<file path="config.mk">
export PLATFORM = sky130hd
export DESIGN_NAME = result_reader
export DESIGN_NICKNAME = d
export VERILOG_FILES = /design/src/rtl/result_reader_pkg.sv /design/src/rtl/result_reader.sv
export SDC_FILE = /design/constraint.sdc
export NUM_CORES = 1
export LEC_CHECK = 0
export CAP_MARGIN = 40
export CORE_ASPECT_RATIO = 1.4
export CORE_MARGIN = 2
export CORE_UTILIZATION = 47
export CTS_BUF_LIST = sky130_fd_sc_hd__clkbuf_16
export DETAILED_ROUTE_END_ITERATION = 8
export GPL_TIMING_DRIVEN = 1
export HOLD_SLACK_MARGIN = 0.05
export PLACE_DENSITY = 0.84
export SLEW_MARGIN = 0
export SYNTH_ARGS = -nofsm -noshare
export SYNTH_HDL_FRONTEND = slang
export SYNTH_SLANG_ARGS = --single-unit
</file>
<file path="constraint.sdc">
create_clock -name clk -period 2.6 [get_ports clk]
set_clock_uncertainty 0.2 [all_clocks]
set_input_delay 0.39 -clock clk [delete_from_list [all_inputs] [get_ports clk]]
set_output_delay 0.39 -clock clk [all_outputs]
set_load 0.01 [all_outputs]
</file>
<file path="src/rtl/result_reader_pkg.sv">
// Shared definitions for the result dump engine: FSM encoding, word/byte geometry
// and the helpers that split a 12-bit memory word into two transmit bytes.
package result_reader_pkg;

   localparam int ADDR_W   = 12;
   localparam int WORD_W   = 12;
   localparam int CNT_W    = 13;
   localparam int BYTE_W   = 8;
   localparam int HI_BITS  = WORD_W - BYTE_W;
   localparam int HI_PAD_W = BYTE_W - HI_BITS;

   typedef logic [2:0]        state_t;
   typedef logic [ADDR_W-1:0] addr_t;
   typedef logic [WORD_W-1:0] word_t;
   typedef logic [CNT_W-1:0]  cnt_t;
   typedef logic [BYTE_W-1:0] byte_t;

   localparam state_t ST_IDLE    = 3'd0;
   localparam state_t ST_ADDR    = 3'd1;
   localparam state_t ST_WAIT    = 3'd2;
   localparam state_t ST_SEND_HI = 3'd3;
   localparam state_t ST_SEND_LO = 3'd4;
   localparam state_t ST_FIN     = 3'd5;

   function automatic byte_t hi_byte(input word_t w);
      return {{HI_PAD_W{1'b0}}, w[WORD_W-1:BYTE_W]};
   endfunction

   function automatic byte_t lo_byte(input word_t w);
      return w[BYTE_W-1:0];
   endfunction

endpackage

</file>
<file path="src/rtl/result_reader.sv">
// Dumps count 12-bit words from data memory starting at base_addr as hi/lo byte pairs.
// Per word: 1 address cycle + RD_LAT wait + 2 send cycles; tx_valid holds its byte until tx_ready.
module result_reader
   import result_reader_pkg::*;
#(
   parameter int RD_LAT = 1
) (
   input  logic              clk,
   input  logic              rst,
   input  logic              start,
   input  logic [ADDR_W-1:0] base_addr,
   input  logic [CNT_W-1:0]  count,
   output logic [ADDR_W-1:0] addr_tb,
   input  logic [WORD_W-1:0] result,
   output logic [BYTE_W-1:0] tx_data,
   output logic              tx_valid,
   input  logic              tx_ready,
   output logic              busy,
   output logic              done
);

   localparam int WAIT_W = (RD_LAT > 1) ? $clog2(RD_LAT) : 1;
   localparam logic [WAIT_W-1:0] WAIT_LAST = WAIT_W'(RD_LAT - 1);

   state_t            state;
   word_t             word;
   cnt_t              cnt_q;
   cnt_t              sent;
   logic [WAIT_W-1:0] wait_cnt;
   logic              last_word;

   assign last_word = (sent + 13'd1) == cnt_q;

   always_ff @(posedge clk or posedge rst) begin
      if (rst) begin
         state    <= ST_IDLE;
         addr_tb  <= '0;
         tx_data  <= '0;
         tx_valid <= 1'b0;
         busy     <= 1'b0;
         done     <= 1'b0;
         word     <= '0;
         cnt_q    <= '0;
         sent     <= '0;
         wait_cnt <= '0;
      end else begin
         done <= 1'b0;
         case (state)
            ST_IDLE: begin
               // done is still high the cycle after FIN; a start there is dropped too
               if (start && !done) begin
                  cnt_q <= count;
                  sent  <= '0;
                  busy  <= 1'b1;
                  if (count == '0) begin
                     state <= ST_FIN;
                  end else begin
                     addr_tb <= base_addr;
                     state   <= ST_ADDR;
                  end
               end
            end
            ST_ADDR: begin
               wait_cnt <= '0;
               state    <= ST_WAIT;
            end
            ST_WAIT: begin
               if (wait_cnt == WAIT_LAST) begin
                  word     <= result;
                  tx_data  <= hi_byte(result);
                  tx_valid <= 1'b1;
                  state    <= ST_SEND_HI;
               end else begin
                  wait_cnt <= wait_cnt + 1'b1;
               end
            end
            ST_SEND_HI: begin
               if (tx_ready) begin
                  tx_data <= lo_byte(word);
                  state   <= ST_SEND_LO;
               end
            end
            ST_SEND_LO: begin
               if (tx_ready) begin
                  sent     <= sent + 13'd1;
                  tx_valid <= 1'b0;
                  tx_data  <= '0;
                  if (last_word) begin
                     state <= ST_FIN;
                  end else begin
                     addr_tb <= addr_tb + 12'd1;
                     state   <= ST_ADDR;
                  end
               end
            end
            ST_FIN: begin
               done  <= 1'b1;
               busy  <= 1'b0;
               state <= ST_IDLE;
            end
            default: begin
               state    <= ST_IDLE;
               tx_valid <= 1'b0;
               busy     <= 1'b0;
            end
         endcase
      end
   end

endmodule

</file>
== Word level (Yosys, flattened, before mapping) ==
Index checks and enable logic that the tools add are counted.
Operators by class
  reduce and logical (&&, ||, !) cells: 17
  mux-type cells: 27
  bitwise logic cells: 3
  $add $sub $neg: 3
  equal/unequal tests: 12
Operators with widths (count)
  $mux W12: 4
  $mux W13: 2
  $pmux W13 S2: 1
  $mux W8: 3
  $pmux W12 S2: 1
  $pmux W8 S3: 1
  $mux W3: 6
  $pmux W3 S5: 1
  $add A13 B1 Y13 const B: 1
  $eq A13 B13 Y1: 1
  $logic_not A13 Y1: 1
  $add A12 B1 Y12 const B: 1
  $ne A2 B2 Y1 const B: 6
  $reduce_and A4 Y1: 2
  $reduce_or A4 Y1: 2
  $eq A3 B2 Y1 const B: 2
  $eq A3 B3 Y1 const B: 2
  $reduce_and A2 Y1: 3
  $reduce_and A3 Y1: 2
  $mux W1: 5
  $reduce_and A5 Y1: 1
  $pmux W1 S2: 2
  $reduce_bool A2 Y1: 2
  $eq A3 B1 Y1 const B: 1
  7 further kinds: 9
Storage, ports and cells
  word-level logic and storage cells: 72
  bits in registers: 61
  bits of input ports: 41

== Longest topological paths before layout ==
  word-level depth: 5
  gate-level depth with buffers: 11
  gate-level depth less buffers: 8

== Least setup slack after synthesis ==
No wires, ideal clock.
  kind: reg-to-reg
  start: reg sent[0]
  end: reg addr_tb[11]
  setup slack: 0.047 ns
  clock period less this slack: 2.553 ns
  path buffers: 3
  arrival time: 2.232 ns
  cell stages (with the launch flop): 12
  path through: dfrtp_1 > ha_1 > and3_1 > buf_2 > and3_1 > o211ai_1 > nor4b_1 > and4_1 > buf_4 > or2_4 > buf_6 > o22a_1
On the way
  cells in the longest elaborated chain, start to end: 4
RTL lines
  start: declaration: RTL line result_reader.sv:28  | cnt_t sent;
  start signal: assignment: RTL line result_reader.sv:85  | sent <= sent + 13'd1;
  $add A13 B1 Y13: RTL line result_reader.sv:32  | assign last_word = (sent + 13'd1) == cnt_q;
  $eq A13 B13 Y1: RTL line result_reader.sv:32
  $ne A2 B2 Y1 (no line)
  $reduce_and A5 Y1 (no line)
  end signal: assignment: RTL line result_reader.sv:58  | addr_tb <= base_addr;
  end signal: assignment: RTL line result_reader.sv:91  | addr_tb <= addr_tb + 12'd1;
  end: declaration: RTL line result_reader.sv:13  | output logic [ADDR_W-1:0] addr_tb,
No other way between the ends.
A chain may end at the register's enable or synchronous reset.

== Worst setup path in the final report ==
  start: reg state[1]
  end: reg addr_tb[11]
On the way
  cells in the longest elaborated chain, start to end: 3
RTL lines
  start: declaration: RTL line result_reader.sv:25  | state_t state;
  start signal: assignment: RTL line result_reader.sv:36  | state <= ST_IDLE;
  start signal: assignment: RTL line result_reader.sv:56  | state <= ST_FIN;
  start signal: assignment: RTL line result_reader.sv:59  | state <= ST_ADDR;
  $eq A3 B3 Y1 / $logic_not A3 Y1 (equally long branches): RTL line result_reader.sv:48  | case (state)
  $ne A2 B2 Y1 (no line) / $reduce_bool A2 Y1 (equally long branches)
  $reduce_and A5 Y1 (no line)
Several ways; a longest one is shown, not always the timed one.

==> flow_summary_export.csv <==
group,metric,value,unit
status,status,"finished clean",
synth,netlist-cell-type-count,51,
placement,dp_hpwl,6.014,mm
critical_path,critical_path.slowest_cell,"or3b_1",
synth,postSynthAreaPerCell,9.480,sq um
global_route,antenna_found_initial,0,
synth,netlist_area,3271,sq um
die,die_x,74.50,um
critical_path,cpPeakStageDelay,410,ps
cts,clkTransAtPathRegs,60,ps
synth,seq_area_frac_synth,45.91,%
synth,synth-async-reset-ratio,100.0,%
synth,synth_edf_count,0,
timing,rsz0062_at_grt,"false",
power_and_ir_drop,peakVddDrop,0.7198,mV
final_layout,area_growth,38.26,%
critical_path,critPathLaunchType,"register",
critical_path,crit_path_max_fanout,12,
route,drc,0,
final_layout,drive_above_1_share,19.86,%
synth,synth_flop_cell,"dfrtp_1",
placement,pre_cts_ws,-98.71,ps
global_route,overflow,0,
global_route,grt_pass1_vias,3148,
route,vias,3102,
die,die_y,102.7,um
critical_path,end_kind,"register",
synth,ys_seq_elements,60,
route,avgViaCountPerCell,5.820,
timing,period_minus_slack,2495,ps
route,drtPass1Iterations,4,
power_and_ir_drop,power_density,993.3,nW/um^2
die,placementRows,36,
timing,setup_viol,0,
die,core_area,6847,sq um
final_layout,diodes,0,
cts,cts_setup_buffers,0,
global_route,grt_use_total,24.10,%
power_and_ir_drop,leakagePower,1.834,nW
timing,worstMarginPinSlew,471.0,ps
final_layout,nets,476,
global_route,grt_pass1_wl,14.14,mm
final_layout,final_common_cell,"clkdlybuf4s50_1",
critical_path,path_class,"reg -> reg",
route,first_iter_violations,285,
cts,clock_sinks,60,
die,start_util,47.77,%
timing,setup_slack,104.7,ps
placement,globalplace.congestion,0.8838,
synth,synth_fp_nets,388,
synth,synthCells,345,
placement,placed_cells,517,
route,ant_nets,0,
cts,clk_path_buf_depth,2,
critical_path,cp_cell_sequence,"or3b_1 > nor3_1 > o211ai_1 > nor4b_2 > and4_4 > buf_6 > a211oi_1 > o22a_1",
timing,relSlewSlack,68.31,%
die,die-area,7652,sq um
timing,max_freq,400.8,MHz
cts,cts-root-buf,"clkbuf_16",
route,routed_wl,8.559,mm
final_layout,final_cell_mix,"clkdlybuf4s50_1 (63), dfrtp_1 (59), buf_4 (34)",
die,boundaryPins,64,
synth,ys_warn_count,0,
critical_path,cp.arrival,2520,ps
route,avgRoutedWirePerCell,16.06,um
timing,hold_violations,0,
worst_hold_path,min_path_type,"in -> async",
placement,io_buffer_count,63,
cts,cts_max_level,3,
job,max-cap-violations,0,
critical_path,cp.required,2620,ps
final_layout,fin_cells,533,
timing,fin_crit_sh,95.97,%
global_route,grt_max_degree,61,
timing,maxSlewViolCount,0,
cts,cts_buffers,9,
cts,tritoncts,"yes",
cts,insertion_delay,340,ps
cells in the mapped netlist, drive strengths merged, types with 2 or more instances:
cell type,number,area share (%)
o211ai,2,0.46
nand4,3,0.57
nand3,18,3.4
a22oi,6,1.4
a21oi,21,3.2
a41oi,3,0.80
xnor2,7,1.9
o31ai,11,2.5
nor4b,2,0.54
o21a,2,0.46
nor3,15,2.4
nor2b,2,0.38
a31oi,5,0.96
nor2,30,3.4
a211oi,2,0.46
nand2b,4,0.76
clkbuf,12,1.4
buf,10,2.0
nor4,8,1.5
dfrtp,60,46
or2,2,0.46
and3,7,1.3
and4,2,0.54
and2,4,0.76
mux2,21,7.2
o21ai,36,5.5
o22a,5,1.3
ha,2,0.76
nand2,16,1.8
xor2,4,1.1
inv,9,1.0
mux2i,2,0.61
o22ai,2,0.38
area by class of cell:
class | instances | area, sq um
fillers | 543 | 2325
repair buffers | 99 | 917.1
well taps | 95 | 118.9
clock buffers | 9 | 225.2
clock inverters | 7 | 75.07
inverters | 9 | 33.78
flip-flops and latches | 60 | 1503
multi-input cells | 254 | 1649
sequential cells by signal, summed over array words and instances, names as in the netlist:
name,cells
addr_tb,12
tx_data,8
word,8
state,3
sent,13
tx_valid,1
done,1
busy,1
cnt_q,13
critical path, delay by kind of cell, from the launching register on:
| family | cells | cell delay, ps |
|---|---|---|
| DFF | 1 | 370 |
| and+or+nand+nor | 4 | 1240 |
| AOI/OAI and AO/OA | 3 | 420 |
| buffers and inverters | 1 | 150 |
repair_timing:
action                                  CTS  global route
pin swaps                                 0             1
resized for setup                         2             7
hold buffers                              0             0
endpoints found under the setup margin    3             6
through the flow:
step | utilization [%] | total power [W] | TNS, ps | area, sq um | hold WS (ps)
6_report | 66.05 | 0.004492 | 0 | 4522 | 233.1
5_1_grt | 66.05 | 0.004766 | 0 | 4522 | 295.3
4_1_cts | 65.73 | 0.004500 | 0 | 4501 | 248.5
3_5_place_dp | 61.26 | 0.003272 | -773.2 | 4194 | 288.8
3_3_place_gp | 61.26 | 0.003185 | -11.62 | 4194 | 277.6
2_1_floorplan | - | 0.002534 | 0 | 3271 | 264.8
cell families (layout without fill, tap and decap cells):
kind of cell	count (synthesis)	count (layout)	share of synthesized area, %
AOI/OAI and AO/OA	100	100	18.82
and+or+nand+nor	118	118	19.36
muxes	23	23	7.843
xor gates and xnor gates	11	11	2.946
adders and majority gates	2	2	0.7650
DFF	60	60	45.91
buffers and inverters	31	124	4.361
routing by layer:
metal	wire length (um)	global-route usage, %	up-vias	part of all wire [%]
met2	4596	41.05	114	54
met3	423	4.497	20	4.9
met5	0	0	-	0
met4	242	12.64	0	2.8
met1	3296	28.52	1521	39
li1	-	-	1447	-
final timing paths:
check,startpoint,endpoint,slack (ps),cells past startpoint
worst max-delay path,state[1],addr_tb[11],100,8
worst min-delay path,rst,tx_data[1],230,3
worst max register to register,state[1],addr_tb[11],100,8
worst min register to register,word[7],tx_data[7],300,2
max in group asynchronous,rst,sent[2],1690,3
min in group clk,word[7],tx_data[7],300,2
where the power goes:
group	switching, W	total, W	internal [W]
clock	0.000449	0.00119	0.000745
sequential	0.000295	0.00159	0.00129
combinational	0.000790	0.00171	0.000922
Note: power is estimated with default switching activity, not from simulation.
